**src/rtl/dtree_vote_collector.sv**
```systemverilog
// Majority-vote collector for a decision-tree classifier.
// Collects WINDOW in-range labels into one counter per class, then scans the
// counters one per cycle and presents the winning label with its count.
// Out-of-range labels are consumed but only bump a saturating error counter.
module dtree_vote_collector #(
    parameter int unsigned CLASS_W     = 4,
    parameter int unsigned NUM_CLASSES = 10,
    parameter int unsigned WINDOW      = 8
) (
    input  logic                         clk,
    input  logic                         rst_n,
    input  logic [CLASS_W-1:0]           class_in,
    input  logic                         class_valid,
    output logic                         class_ready,
    output logic [CLASS_W-1:0]           vote_class,
    output logic [$clog2(WINDOW+1)-1:0]  vote_count,
    output logic                         vote_valid,
    input  logic                         vote_ready,
    output logic [7:0]                   err_cnt
);

    localparam int unsigned CNT_W = $clog2(WINDOW + 1);
    localparam int unsigned IDX_W = (NUM_CLASSES > 1) ? $clog2(NUM_CLASSES) : 1;

    localparam logic [1:0] ST_ACCUM = 2'd0;
    localparam logic [1:0] ST_SCAN  = 2'd1;
    localparam logic [1:0] ST_OUT   = 2'd2;

    logic [1:0]         state_q, state_d;
    logic [CNT_W-1:0]   cnt_q [NUM_CLASSES];
    logic [CNT_W-1:0]   cnt_d [NUM_CLASSES];
    logic [CNT_W-1:0]   win_q, win_d;
    logic [7:0]         err_q, err_d;
    logic [IDX_W-1:0]   idx_q, idx_d;
    logic [CLASS_W-1:0] best_cls_q, best_cls_d;
    logic [CNT_W-1:0]   best_cnt_q, best_cnt_d;
    logic [CLASS_W-1:0] vote_class_q, vote_class_d;
    logic [CNT_W-1:0]   vote_count_q, vote_count_d;
    logic               vote_valid_q, vote_valid_d;

    logic               accept;
    logic               in_range;
    logic [CNT_W-1:0]   scan_val;

    assign class_ready = (state_q == ST_ACCUM);
    assign vote_class  = vote_class_q;
    assign vote_count  = vote_count_q;
    assign vote_valid  = vote_valid_q;
    assign err_cnt     = err_q;

    // Handshake qualification and selection of the counter under scan
    always_comb begin
        accept   = class_valid && (state_q == ST_ACCUM);
        in_range = (32'(class_in) < NUM_CLASSES);
        scan_val = '0;
        for (int unsigned i = 0; i < NUM_CLASSES; i++) begin
            if (32'(idx_q) == i) scan_val = cnt_q[i];
        end
    end

    // Next-state logic for the accumulate / scan / output sequence
    always_comb begin
        state_d      = state_q;
        cnt_d        = cnt_q;
        win_d        = win_q;
        err_d        = err_q;
        idx_d        = idx_q;
        best_cls_d   = best_cls_q;
        best_cnt_d   = best_cnt_q;
        vote_class_d = vote_class_q;
        vote_count_d = vote_count_q;
        vote_valid_d = vote_valid_q;

        case (state_q)
            ST_ACCUM: begin
                if (accept) begin
                    if (in_range) begin
                        for (int unsigned i = 0; i < NUM_CLASSES; i++) begin
                            if (32'(class_in) == i) cnt_d[i] = cnt_q[i] + 1'b1;
                        end
                        win_d = win_q + 1'b1;
                        if (32'(win_q) == WINDOW - 1) state_d = ST_SCAN;
                    end else if (err_q != 8'hFF) begin
                        err_d = err_q + 8'd1;
                    end
                end
            end
            ST_SCAN: begin
                // Strict compare keeps the earliest (lowest) index on ties
                if (scan_val > best_cnt_q) begin
                    best_cnt_d = scan_val;
                    best_cls_d = CLASS_W'(idx_q);
                end
                if (32'(idx_q) == NUM_CLASSES - 1) begin
                    idx_d   = '0;
                    state_d = ST_OUT;
                end else begin
                    idx_d = idx_q + 1'b1;
                end
            end
            ST_OUT: begin
                // First OUT cycle registers the result; vote_ready only matters once it is shown
                if (!vote_valid_q) begin
                    vote_valid_d = 1'b1;
                    vote_class_d = best_cls_q;
                    vote_count_d = best_cnt_q;
                end else if (vote_ready) begin
                    vote_valid_d = 1'b0;
                    for (int unsigned i = 0; i < NUM_CLASSES; i++) cnt_d[i] = '0;
                    win_d      = '0;
                    best_cls_d = '0;
                    best_cnt_d = '0;
                    state_d    = ST_ACCUM;
                end
            end
            default: state_d = ST_ACCUM;
        endcase
    end

    // State registers with asynchronous active-low reset
    always_ff @(posedge clk or negedge rst_n) begin
        if (!rst_n) begin
            state_q <= ST_ACCUM;
            for (int unsigned i = 0; i < NUM_CLASSES; i++) cnt_q[i] <= '0;
            win_q        <= '0;
            err_q        <= '0;
            idx_q        <= '0;
            best_cls_q   <= '0;
            best_cnt_q   <= '0;
            vote_class_q <= '0;
            vote_count_q <= '0;
            vote_valid_q <= 1'b0;
        end else begin
            state_q <= state_d;
            for (int unsigned i = 0; i < NUM_CLASSES; i++) cnt_q[i] <= cnt_d[i];
            win_q        <= win_d;
            err_q        <= err_d;
            idx_q        <= idx_d;
            best_cls_q   <= best_cls_d;
            best_cnt_q   <= best_cnt_d;
            vote_class_q <= vote_class_d;
            vote_count_q <= vote_count_d;
            vote_valid_q <= vote_valid_d;
        end
    end

endmodule

```
**config.mk**
```make
export PLATFORM = sky130hd
export DESIGN_NAME = dtree_vote_collector
export DESIGN_NICKNAME = d
export VERILOG_FILES = /design/src/rtl/dtree_vote_collector.sv
export SDC_FILE = /design/constraint.sdc
export NUM_CORES = 1
export LEC_CHECK = 0
export CAP_MARGIN = 25
export CORE_MARGIN = 1
export CORE_UTILIZATION = 54
export CTS_CLUSTER_SIZE = 24
export DETAILED_ROUTE_END_ITERATION = 12
export HOLD_SLACK_MARGIN = 0.08
export PLACE_DENSITY = 0.78
export SLEW_MARGIN = 25
export SYNTH_ARGS = -nofsm -noshare
export SYNTH_HDL_FRONTEND = slang
export SYNTH_SLANG_ARGS = --single-unit
```
**constraint.sdc**
```tcl
create_clock -name clk -period 2.5 [get_ports clk]
set_input_delay 0.625 -clock clk [delete_from_list [all_inputs] [get_ports clk]]
set_output_delay 0.625 -clock clk [all_outputs]
set_load 0.05 [all_outputs]
```
# --- Word-level counts from Yosys, hierarchy flattened ---
# Index checks and enable logic that the tools add are counted.
totals:
  regBits: 75
  in_bits: 8
  out_inout_bits: 18
  elab_cells: 140
op_classes:
  addsub: 13
  bitwise_logic: 2
  n_lt_le_gt_ge: 2
  reduce_logical: 21
  n_eq_ne: 39
  mux: 44
ops:
  columns: ["cell", "n"]
  rows:
  - ["$mux W40", 4]
  - ["$mux W4", 27]
  - ["$pmux W40 S2", 1]
  - ["$reduce_and A6 Y1", 11]
  - ["$add A4 B1 Y4 const B", 12]
  - ["$eq A4 B3 Y1 const B", 9]
  - ["$ne A2 B1 Y1 const B", 13]
  - ["$pmux W4 S2", 3]
  - ["$eq A4 B2 Y1 const B", 4]
  - ["$eq A4 B4 Y1 const B", 4]
  - ["$mux W2", 6]
  - ["$add A8 B1 Y8 const B", 1]
  - ["$eq A4 B1 Y1 const B", 2]
  - ["$logic_not A4 Y1", 2]
  - ["$ne A2 B2 Y1 const B", 4]
  - ["$ne A8 B8 Y1 const B", 1]
  - ["$reduce_and A4 Y1", 2]
  - ["$pmux W2 S3", 1]
  - ["$reduce_and A5 Y1", 1]
  - ["$gt A4 B4 Y1", 1]
  - ["$lt A4 B4 Y1 const B", 1]
  - ["$reduce_bool A2 Y1", 2]
  - ["$eq A2 B1 Y1 const B", 1]
  - ["$eq A2 B2 Y1 const B", 1]
  - ["5 further kinds", 7]

# --- Depth between registers and ports, before layout ---
# Gate-level depths: netlist (run 1).
logic_depth:
  ltp_word: 14
  mapped_depth: 15
  ltp_nobuf: 11

# --- Worst setup path after synthesis (run 1) ---
# No wires, ideal clock.
synth_timing:
  path_type: "reg-to-reg"
  start: "reg idx_q[0]"
  end: "reg best_cls_q[0]"
  setup_slack_ns: -0.164
  period_less_slack_ns: 2.664
  required_ns: 2.364
  arrival_time_ns: 2.528
  setup_ns: 0.136
  path_buffers: 4
  stages_incl_launch_ff: 14
  path_cell_list: "dfrtp_1 -> clkbuf_1 -> buf_2 -> buf_2 -> mux2i_1 -> a21oi_1 -> a21oi_1 -> nand2_1 -> ha_1 -> nand3_1 -> o22ai_1 -> o221a_2 -> clkbuf_1 -> o21ai_0"
synth_between:
  elab_chain_cells: 14
  elab_cells_between_ends: 25
  classes_between: "order compare (1); eq/ne (10); mux (12); reduce/logical (2)"
synth_lines:
  columns: ["element", "line_no", "source"]
  rows:
  - ["start: declaration", "34", "logic [IDX_W-1:0] idx_q, idx_d;"]
  - ["start signal: assignment", "138", "idx_q <= idx_d;"]
  - ["$logic_not A4 Y1", "57", "if (32'(idx_q) == i) scan_val = cnt_q[i];"]
  - ["$mux W4 (10 in series)", "57", null]
  - ["$gt A4 B4 Y1", "90", "if (scan_val > best_cnt_q) begin"]
  - ["$ne A2 B2 Y1 (no source line)", null, null]
  - ["$reduce_and A4 Y1 (no source line)", null, null]
  - ["end signal: assignment", "139", "best_cls_q <= best_cls_d;"]
  - ["end: declaration", "35", "logic [CLASS_W-1:0] best_cls_q, best_cls_d;"]
# Parallel ways exist; a longest one is shown, timed or not. The select of a mux whose other input is x is not followed.
# A chain may end at the register's enable or synchronous reset.

# --- Worst setup path after layout (run 1) ---
layout_timing:
  start: "reg idx_q[1]"
  end: "reg best_cnt_q[2]"
layout_between:
  elab_chain_cells: 14
  elab_cells_between_ends: 25
  classes_between: "order compare (1); eq/ne (10); mux (12); reduce/logical (2)"
layout_lines:
  columns: ["element", "line_no", "source"]
  rows:
  - ["$logic_not A4 Y1", "57", null]
  - ["$mux W4 (9 in series)", "57", null]
  - ["$mux W4 (*)", "57", null]
  - ["$gt A4 B4 Y1", "90", null]
  - ["$ne A2 B2 Y1 (no source line)", null, null]
  - ["$reduce_and A4 Y1 (no source line)", null, null]
  - ["end signal: assignment", "140", "best_cnt_q <= best_cnt_d;"]
  - ["end: declaration", "36", "logic [CNT_W-1:0] best_cnt_q, best_cnt_d;"]
# Mark *: on every way between the ends. The rest lies on a longest branch, timed or not. The select of a mux whose other input is x is not followed.

==> results of run 1 <==
registers in the layout, indices dropped and copies added, names as in the netlist:
| signal | flops |
|---|---|
| cnt_q | 40 |
| err_cnt | 8 |
| best_cls_q | 4 |
| best_cnt_q | 4 |
| idx_q | 4 |
| vote_class | 4 |
| vote_count | 4 |
| win_q | 4 |
| state_q | 2 |
| vote_valid | 1 |
what timing repair did:
action,in CTS,in global routing
hold endpoints to repair,0,0
pin swaps,5,24
gates resized for setup,26,29
cloned,1,1
setup endpoints to repair,8,8
buffers inserted,5,5
worst max-delay path by stage:
stage | startpoint | endpoint | slack (ns) | cells after the start
detailed placement | idx_q[0] | best_cnt_q[2] | -0.14 | 11
global placement | idx_q[0] | best_cnt_q[2] | -0.02 | 11
CTS | idx_q[0] | best_cnt_q[2] | 0.03 | 12
global route | idx_q[2] | best_cnt_q[2] | -0.13 | 10
finish | idx_q[1] | best_cnt_q[2] | -0.02 | 10
floorplan | idx_q[0] | best_cls_q[3] | 0.001 | 14
per-layer routing:
| metal | up-vias | track usage |
|---|---|---|
| met4 | 0 | 0.133 |
| met5 | - | 0 |
| met1 | 1748 | 0.345 |
| li1 | 1670 | - |
| met3 | 26 | 0.0429 |
| met2 | 99 | 0.435 |
placed cells by master, fill, tap and decap left out, types with 4 or more instances in the layout:
master                             n
sky130_fd_sc_hd__a21oi_1          23
sky130_fd_sc_hd__a21oi_2           8
sky130_fd_sc_hd__a31o_2            4
sky130_fd_sc_hd__a31oi_1           5
sky130_fd_sc_hd__buf_12            4
sky130_fd_sc_hd__buf_4            32
sky130_fd_sc_hd__buf_6             6
sky130_fd_sc_hd__clkbuf_8         11
sky130_fd_sc_hd__clkdlybuf4s50_1  24
sky130_fd_sc_hd__dfrtp_1          71
sky130_fd_sc_hd__dfrtp_2           4
sky130_fd_sc_hd__ha_1             13
sky130_fd_sc_hd__inv_1            11
sky130_fd_sc_hd__mux2_2            9
sky130_fd_sc_hd__mux2i_1          14
sky130_fd_sc_hd__nand2_1          50
sky130_fd_sc_hd__nand2b_1          6
sky130_fd_sc_hd__nand3_1          21
sky130_fd_sc_hd__nand4_1           7
sky130_fd_sc_hd__nor2_1           27
sky130_fd_sc_hd__nor2b_1           9
sky130_fd_sc_hd__nor3_1            4
sky130_fd_sc_hd__nor3_2            5
sky130_fd_sc_hd__nor4_2            5
sky130_fd_sc_hd__o21ai_0          25
sky130_fd_sc_hd__o21ai_2           4
sky130_fd_sc_hd__o22ai_2           4
sky130_fd_sc_hd__or3_1             6
sky130_fd_sc_hd__xnor2_1          19
sky130_fd_sc_hd__xor2_1            5
cell type report:
type | instances | area, µm²
Multi-Input combinational cell | 327 | 2400
Fill cell | 548 | 2110
Sequential cell | 75 | 1880
Timing Repair Buffer | 67 | 653
Clock buffer | 13 | 159
Tap cell | 99 | 124
Inverter | 12 | 45.0
Clock inverter | 2 | 35.0
through the flow:
stage / TNS [ns] / std cells / hold WS (ns)
after global routing: -0.713 / 595 / 0.199
after global placement: -0.0390 / 569 / 0.481
after CTS: 0 / 590 / 0.185
final: -0.0423 / 595 / 0.176
after detailed placement: -0.889 / 569 / 0.493
after floorplan: 0 / 436 / 0.329
logic make-up after synthesis:
family          after synthesis  share of synthesized area
simple gates                165                      0.214
compound gates               96                      0.143
flops                        75                      0.444
buf+inv                      35                     0.0397
mux                          25                     0.0619
xor+xnor                     24                     0.0498
fa+ha+maj                    16                     0.0474
worst max-delay path, cell delays in order (launching register included):
cell	delay [ns]
sky130_fd_sc_hd__dfrtp_2	0.48
sky130_fd_sc_hd__buf_6	0.14
sky130_fd_sc_hd__or3b_4	0.37
sky130_fd_sc_hd__o22ai_1	0.19
sky130_fd_sc_hd__o221a_2	0.25
sky130_fd_sc_hd__o22ai_2	0.11
sky130_fd_sc_hd__ha_1	0.31
sky130_fd_sc_hd__inv_2	0.05
sky130_fd_sc_hd__o221a_4	0.32
sky130_fd_sc_hd__a21oi_2	0.11
sky130_fd_sc_hd__a31oi_1	0.06
report_power, final:
part	internal (µW)	total [µW]	leakage, µW	switching (µW)
combinational	1320	2700	0.00123	1380
clock	510	957	0.0000995	447
sequential	1530	1930	0.000962	397
==> results_dict.tcl, run 1 <==
set metrics [dict create \
    yosys_warnings 0 \
    num_rows 31 \
    synth_edf_count 0 \
    ys_ff_latch 75 \
    timing.fmax_ghz 0.396 \
    max_capacitance_violation_count 0 \
    wl_met1_um 4510 \
    die_width_um 90.4 \
    die_y_um 90.4 \
    timing.reg2reg.worst_path_depth 10 \
    post_synth_top_flop "sky130_fd_sc_hd__dfrtp_1" \
    netlist.top_cell.by_area "sky130_fd_sc_hd__dfrtp_1" \
    initial_antenna_violation_count 0 \
    route.top_layer_used "met4" \
    cp-end-kind "register" \
    core_um2 7410 \
    drt-vias-per-instance 5.95 \
    first_pass_iters 4 \
    run_status "finished with violations" \
    register_to_register_setup_slack_ns -0.02 \
    critical_path_class "register to register" \
    grt.overflow.total 0 \
    grt_setup_unrepaired "yes" \
    clock_sink_count 75 \
    syn_avg_cell_area_um2 9.69 \
    finish.utilization 0.715 \
    postLayoutSetupSlackWorst_ns -0.0223 \
    fraction_of_the_yosys_area_taken_by_sequential_cells 0.444 \
    routed_wire_length_per_instance_um 18.0 \
    cts_made_buffers 9 \
    placement.setup.worst_slack_ns -0.137 \
    wl_um 10700 \
    regToRegEndpoint "best_cnt_q[2]" \
    wl_met2_um 5400 \
    setup.worst_path.start_class "register" \
    layout_cell_share_with_drive_strength_beyond_1 0.250 \
    p_total_uw 5590 \
    number_of_pins_with_negative_max_slew_slack_in_the_final_report 0 \
    synth_fp_nets 460 \
    fin_crit_ns 2.52 \
    globalRouteTotalUtil 0.267 \
    final_area_um2 5290 \
    cts_tree "done" \
    ioPinCount 26 \
    worst_path_max_fanout 8 \
    number_of_buffers_between_clock_root_and_the_deepest_sink 2 \
    worst_ir_drop_vdd_mv 0.682 \
    post-synth-top-area-fraction 0.444 \
    drt_antenna_net_count 0 \
    routabilityCongestion 0.905 \
    power.leakage_uw 0.00229 \
    worst_ep_required_time_ns 2.73 \
    clock-skew-final_ns 0.0105 \
    clk_latency_ns 0.36 \
    met3RoutedLength_um 521 \
    timing.final.crit_share 1.01 \
    regToRegStartpoint "idx_q[1]" \
    drt_iter0_markers 229 \
    grt_first_pass_wirelength_um 17100 \
    worst_pin_slew_ns 0.737 \
    finalSetupViolCount 3 \
    arrival_time_of_data_at_the_critical_path_endpoint_ns 2.76 \
    yosys-top-cells-count "sky130_fd_sc_hd__dfrtp_1 (75), sky130_fd_sc_hd__nand2_1 (51), sky130_fd_sc_hd__a21oi_1 (32), sky130_fd_sc_hd__o21ai_0 (29), sky130_fd_sc_hd__nor2_1 (27)" \
    hold_path_class "input port to async pin" \
    area_delta_synth_final_pct 25.4 \
    grt_max_degree 32 \
    p_per_area_nw_per_um2 1060 \
    remaining_drc_errors 0 \
    worst_setup_hold_path_clk_slew_ns 0.07 \
    ys_top_cells_by_area "sky130_fd_sc_hd__dfrtp_1 (44%), sky130_fd_sc_hd__ha_1 (4.7%), sky130_fd_sc_hd__nand2_1 (4.5%), sky130_fd_sc_hd__xnor2_1 (3.9%), sky130_fd_sc_hd__a21oi_1 (3.8%)" \
    clock_tree.htree_level_count 3 \
    dieArea_um2 8180 \
    failed_checks "negative setup slack" \
    synthCells 436 \
    cell_at_the_root_of_the_clock_tree "sky130_fd_sc_hd__clkbuf_8" \
    slew_headroom 0.507 \
    vias 3543 \
    synth_cell_type_count 53 \
    placement.io_buffers 25 \
    diodes 0 \
    hold_violations 0 \
    place_hpwl_um 6820 \
    holdBufCountCts 0 \
    floorplan.initialDensity 0.570 \
    num-nets-final 516 \
    postPlaceCellArea_um2 4760 \
    share_of_synthesized_registers_carrying_an_async_set_or_reset 1.00 \
    dominant_cell_by_count_in_the_synthesized_netlist "sky130_fd_sc_hd__dfrtp_1" \
    synthesized_area_um2 4220 \
    via_count_of_the_first_global_routing_pass 3571 \
]
Note: power is estimated with default switching activity, not from simulation.
==> inputs of run 2 (changes only) <==
CORE_UTILIZATION = 51   (was 54)
PLACE_DENSITY = 0.75   (was 0.78)
==> run 2 against run 1 <==
Against the previous run: combinational power fell by 6%; sequential share of layout area rose by 0.26 points; global-route usage decreased by 1.9 points; via count down 1.5%; non-clock buffer count did not move; the run still ends with negative setup slack left; final area down 0.73%; die area grew 5.8%; utilization fell by 4.5 points; first-iteration DRC count up 14%.
==> results_dict.tcl, run 2 (synthesized netlist as in run 1, its figures left out) <==
set metrics [dict create \
    dieArea_um2 8650 \
    timing.fmax_ghz 0.391 \
    layout_cell_share_with_drive_strength_beyond_1 0.252 \
    worst_path_max_fanout 8 \
    routed_wire_length_per_instance_um 17.4 \
    switching_power_of_the_nets_uw 2170 \
    final_area_um2 5260 \
    cts_tree "done" \
    layout.cells.most_common_list "sky130_fd_sc_hd__dfrtp_1 (71), sky130_fd_sc_hd__nand2_1 (49), sky130_fd_sc_hd__buf_4 (35)" \
    globalRouteTotalUtil 0.248 \
    die_y_um 93.0 \
    worst_ir_drop_vdd_mv 0.762 \
    first_pass_iters 4 \
    diodes 0 \
    ioPinCount 26 \
    worst_pin_slew_ns 0.784 \
    slew_headroom 0.476 \
    clock_power_share 0.183 \
    power.combinational.fraction 0.464 \
    placement.setup.worst_slack_ns -0.176 \
    placement.io_buffers 25 \
    via_count_of_the_first_global_routing_pass 3389 \
    critical_path_buf_inv_count 3 \
    hold_violations 0 \
    swShare 0.397 \
    routabilityCongestion 0.861 \
    largest-register "cnt_q" \
    wl_um 10400 \
    cts_made_buffers 9 \
    grt.overflow.total 0 \
    cp-end-kind "register" \
    fin_crit_ns 2.56 \
    finalNonFillerCells 599 \
    arrival_time_of_data_at_the_critical_path_endpoint_ns 2.83 \
    vias 3489 \
    largest_register_ff_count 40 \
    place_inst 574 \
    worstPathCellList "buf_4 -> buf_4 -> mux2i_2 -> o22ai_2 -> o221a_2 -> o22ai_2 -> ha_1 -> inv_1 -> o221a_4 -> a21oi_2 -> a31oi_1" \
    worst_setup_hold_path_clk_slew_ns 0.08 \
    number_of_pins_with_negative_max_slew_slack_in_the_final_report 0 \
    drt_iter0_markers 261 \
    num_rows 32 \
    place_hpwl_um 7120 \
    floorplan.initialDensity 0.538 \
    drt_antenna_net_count 0 \
    worst_ep_required_time_ns 2.77 \
    remaining_drc_errors 0 \
    setup.worst_path.start_class "register" \
    clock_sink_count 75 \
    crit_family "compound AO/OA/AOI/OAI gates" \
    fin_tns_setup_ns -0.204 \
    fillers 637 \
    grt_max_degree 42 \
    timing.final.crit_share 1.02 \
    hold_path_class "input port to async pin" \
    critical_path_class "register to register" \
    run_status "finished with violations" \
    number_of_buffers_between_clock_root_and_the_deepest_sink 2 \
    core_um2 7850 \
    num-nets-final 516 \
    die_width_um 93.0 \
    sequential_fraction_of_design_power 0.353 \
    timing.critical_path.slowest_stage_cell "sky130_fd_sc_hd__dfrtp_2" \
    area_delta_synth_final_pct 24.4 \
    layout_commonest_cell "sky130_fd_sc_hd__dfrtp_1" \
    finalSetupViolCount 6 \
    slowest_delay_ns 0.45 \
    cell_at_the_root_of_the_clock_tree "sky130_fd_sc_hd__clkbuf_8" \
    clk_latency_ns 0.36 \
    hold_ws_ns 0.251 \
    p_per_area_nw_per_um2 1040 \
    postLayoutSetupSlackWorst_ns -0.0552 \
    postPlaceCellArea_um2 4770 \
    initial_antenna_violation_count 0 \
    drt-vias-per-instance 5.82 \
    power.leakage_uw 0.00229 \
    grt_setup_unrepaired "yes" \
    clock_tree.htree_level_count 3 \
    grt_first_pass_wirelength_um 16500 \
    clock-skew-final_ns 0.00948 \
    failed_checks "negative setup slack" \
    power.internal_uw 3300 \
    max_capacitance_violation_count 0 \
]
==> run 2: cell count changes in the layout (fill, tap and decap cells not counted), moves of 2 or more <==
cell / delta
sky130_fd_sc_hd__a21oi_1: +2
sky130_fd_sc_hd__buf_6: -3
sky130_fd_sc_hd__o21ai_0: -3
sky130_fd_sc_hd__buf_4: +3
sky130_fd_sc_hd__clkbuf_1: -2
sky130_fd_sc_hd__o21ai_1: +3
sky130_fd_sc_hd__a21oi_2: -2
==> run 2: through the flow <==
step / utilization / total power (µW)
after detailed placement: 0.608 / 3720
after global placement: 0.608 / 3620
after floorplan: - / 3100
final: 0.670 / 5470
after CTS: 0.643 / 4880
after global routing: 0.670 / 5790
==> run 2: path summary, 6_finish.rpt <==
path	slack, ns	endpoint	start	cells past startpoint
worst max-delay path	-0.06	best_cnt_q[2]	idx_q[0]	11
worst min-delay path	0.25	vote_class[3]	rst_n	1
worst min register to register	0.50	err_cnt[7]	err_cnt[7]	1
min in group clk	0.50	err_cnt[7]	err_cnt[7]	1
max in group asynchronous	1.69	cnt_q[21]	rst_n	2
worst max register to register	-0.06	best_cnt_q[2]	idx_q[0]	11
==> run 2: routing by layer <==
metal | global-route usage | share of wire
met5 | 0 | 0
met4 | 0.0962 | 0.026
met2 | 0.414 | 0.49
met3 | 0.0553 | 0.050
met1 | 0.311 | 0.44
==> run 2: area by class of cell <==
cell class / instances / area, µm² / share of cell area
clock buffer: 12 / 165 / 0.0314
clock inverter: 4 / 47.5 / 0.00905
inverter: 12 / 45.0 / 0.00857
multi-input combinational: 327 / 2370 / 0.451
sequential: 75 / 1880 / 0.358
tap: 102 / 128 / 0.0243
timing repair buffer: 67 / 619 / 0.118
==> run 2: power groups by stage <==
stage	clock, µW	sequential [µW]	combinational (µW)
global placement	0	1910	1710
global route	1060	1980	2750
finish	1000	1930	2530
detailed placement	0	1920	1790
floorplan	0	1930	1170
CTS	1010	1920	1950
==> run 2: timing repair <==
action | CTS | global route
cloned | 1 | 1
gates resized for setup | 16 | 36
hold buffers | 0 | 0
setup buffers | 0 | 7
endpoints found under the setup margin | 8 | 9
pin swaps | 4 | 12
==> inputs of run 3 (changes only) <==
MAX_ROUTING_LAYER = met4   (was not set)
==> run 3 against run 2 <==
Against the previous run: the flow still finishes with violations (negative setup slack); combinational power up 7%; utilization up 2.0 points; first-iteration DRC count is 10% higher; worst hold slack worse by 0.091 ns; cell count is 1.5% higher; critical path type unchanged; largest cell class unchanged; largest power group unchanged.
==> results_dict.tcl, run 3 (synthesized netlist as in run 1, its figures left out) <==
set metrics [dict create \
    run_status "finished with violations" \
    failed_checks "negative setup slack" \
    finalSetupViolCount 8 \
    max_capacitance_violation_count 0 \
    grt.overflow.total 0 \
    dieArea_um2 8650 \
    register_to_register_setup_slack_ns -0.09 \
    finalNonFillerCells 608 \
    placement.io_buffers 25 \
    layout_cell_share_with_drive_strength_beyond_1 0.275 \
    hold_path_class "input port to async pin" \
    first_pass_iters 5 \
    clock_sink_count 75 \
    routabilityCongestion 0.840 \
    timing.reg2reg.worst_path_depth 13 \
    cp-end-kind "register" \
    wl_um 10700 \
    cts_tree "done" \
    worst_path_max_fanout 8 \
    worst_ir_drop_vdd_mv 0.875 \
    slew_headroom 0.527 \
    diodes 0 \
    layout.cells.most_common_list "sky130_fd_sc_hd__dfrtp_1 (71), sky130_fd_sc_hd__nand2_1 (50), sky130_fd_sc_hd__buf_4 (39)" \
    regToRegStartpoint "idx_q[3]" \
    vias 3588 \
    ioPinCount 26 \
    hold_ws_ns 0.160 \
    cts_made_buffers 9 \
    floorplan.initialDensity 0.538 \
    number_of_buffers_between_clock_root_and_the_deepest_sink 2 \
    largest_register_ff_count 40 \
    layout_commonest_cell "sky130_fd_sc_hd__dfrtp_1" \
    place_hpwl_um 6880 \
    globalRouteTotalUtil 0.259 \
    worst_pin_slew_ns 0.709 \
    drt-vias-per-instance 5.90 \
    initial_antenna_violation_count 0 \
    clock_tree.htree_level_count 3 \
    fillers 603 \
    switching_power_of_the_nets_uw 2230 \
    timing.final.crit_share 1.04 \
    remaining_drc_errors 0 \
    critical_path_class "register to register" \
    power.internal_uw 3440 \
    via_count_of_the_first_global_routing_pass 3511 \
    drt_antenna_net_count 0 \
    place_inst 577 \
    grt_max_degree 52 \
    sequential_fraction_of_design_power 0.342 \
    regToRegEndpoint "best_cnt_q[2]" \
    routed_wire_length_per_instance_um 17.7 \
    largest-register "cnt_q" \
    fin_crit_ns 2.59 \
    power.combinational.fraction 0.477 \
    setup.worst_path.start_class "register" \
    power.leakage_uw 0.00234 \
    die_y_um 93.0 \
    worst_ep_required_time_ns 2.73 \
    num_rows 32 \
    postLayoutSetupSlackWorst_ns -0.0908 \
    swShare 0.394 \
    drt_iter0_markers 287 \
    area_delta_synth_final_pct 28.2 \
    arrival_time_of_data_at_the_critical_path_endpoint_ns 2.82 \
    core_um2 7850 \
    clk_latency_ns 0.35 \
    clock-skew-final_ns 0.00707 \
    number_of_pins_with_negative_max_slew_slack_in_the_final_report 0 \
    clock_power_share 0.182 \
    num-nets-final 525 \
    grt_first_pass_wirelength_um 16800 \
    timing.fmax_ghz 0.386 \
    hold_violations 0 \
    die_width_um 93.0 \
    worst_setup_hold_path_clk_slew_ns 0.08 \
    p_per_area_nw_per_um2 1050 \
    cell_at_the_root_of_the_clock_tree "sky130_fd_sc_hd__clkbuf_8" \
    grt_setup_unrepaired "yes" \
]
-- run 3: worst max path at each step --
stage,cells after the start,slack [ns],from,to
5_1_grt,13,-0.20,idx_q[3],best_cnt_q[2]
2_1_floorplan,14,0.001,idx_q[0],best_cls_q[3]
4_1_cts,12,0.01,idx_q[3],best_cls_q[3]
3_5_place_dp,12,-0.20,idx_q[1],best_cnt_q[2]
3_3_place_gp,12,-0.12,idx_q[1],best_cnt_q[3]
6_report,13,-0.09,idx_q[3],best_cnt_q[2]
-- run 3: final cells by class --
cell class | instances | area [µm²] | share of cell area
clock buffer | 10 | 128 | 0.0236
clock inverter | 6 | 90.1 | 0.0166
inverter | 12 | 45.0 | 0.00832
multi-input combinational | 327 | 2400 | 0.444
sequential | 75 | 1880 | 0.348
tap | 102 | 128 | 0.0236
timing repair buffer | 76 | 736 | 0.136
-- run 3: layer usage --
metal,GRT usage,share of wire,up-vias
met3,0.0309,0.043,24
met1,0.321,0.43,1757
met4,0.110,0.025,0
met5,-,0,-
met2,0.429,0.50,118
li1,-,-,1689
-- run 3: stage by stage --
step	total power, µW	setup TNS [ns]	area, µm²	setup slack (ns)	util
6_report	5670	-0.442	5410	-0.0908	0.690
5_1_grt	5990	-1.33	5410	-0.197	0.690
4_1_cts	4920	0	5090	0.0100	0.649
3_5_place_dp	3700	-1.45	4780	-0.201	0.609
3_3_place_gp	3630	-0.799	4780	-0.118	0.609
2_1_floorplan	3100	0	4250	0.00139	-
-- run 3: worst max-delay path, stage by stage (launching register included) --
cell and delay [ns]:
sky130_fd_sc_hd__dfrtp_2 0.44, sky130_fd_sc_hd__buf_12 0.14, sky130_fd_sc_hd__nor4bb_2 0.31, sky130_fd_sc_hd__buf_4 0.20, sky130_fd_sc_hd__a21oi_2 0.06, sky130_fd_sc_hd__o21ai_2 0.07
sky130_fd_sc_hd__o211ai_1 0.15, sky130_fd_sc_hd__nand2_2 0.12, sky130_fd_sc_hd__ha_4 0.22, sky130_fd_sc_hd__a21oi_4 0.17, sky130_fd_sc_hd__o22ai_4 0.10, sky130_fd_sc_hd__o221a_4 0.28
sky130_fd_sc_hd__a21oi_2 0.14, sky130_fd_sc_hd__a31oi_1 0.06
-- run 3: power by group through the flow --
stage	Sequential, µW	Combinational, µW	Clock (µW)
after floorplan	1930	1170	0
after global placement	1920	1710	0
after detailed placement	1940	1760	0
after CTS	1920	1950	1050
after global routing	1980	2920	1090
final	1940	2700	1030
-- run 3: repair_timing --
action / in CTS / in global routing
hold endpoints to repair: 0 / 0
pin swaps: 6 / 18
cloned: 1 / 1
buffers inserted: 4 / 9
gates resized for setup: 17 / 49
hold buffers: 0 / 0
setup endpoints to repair: 9 / 8
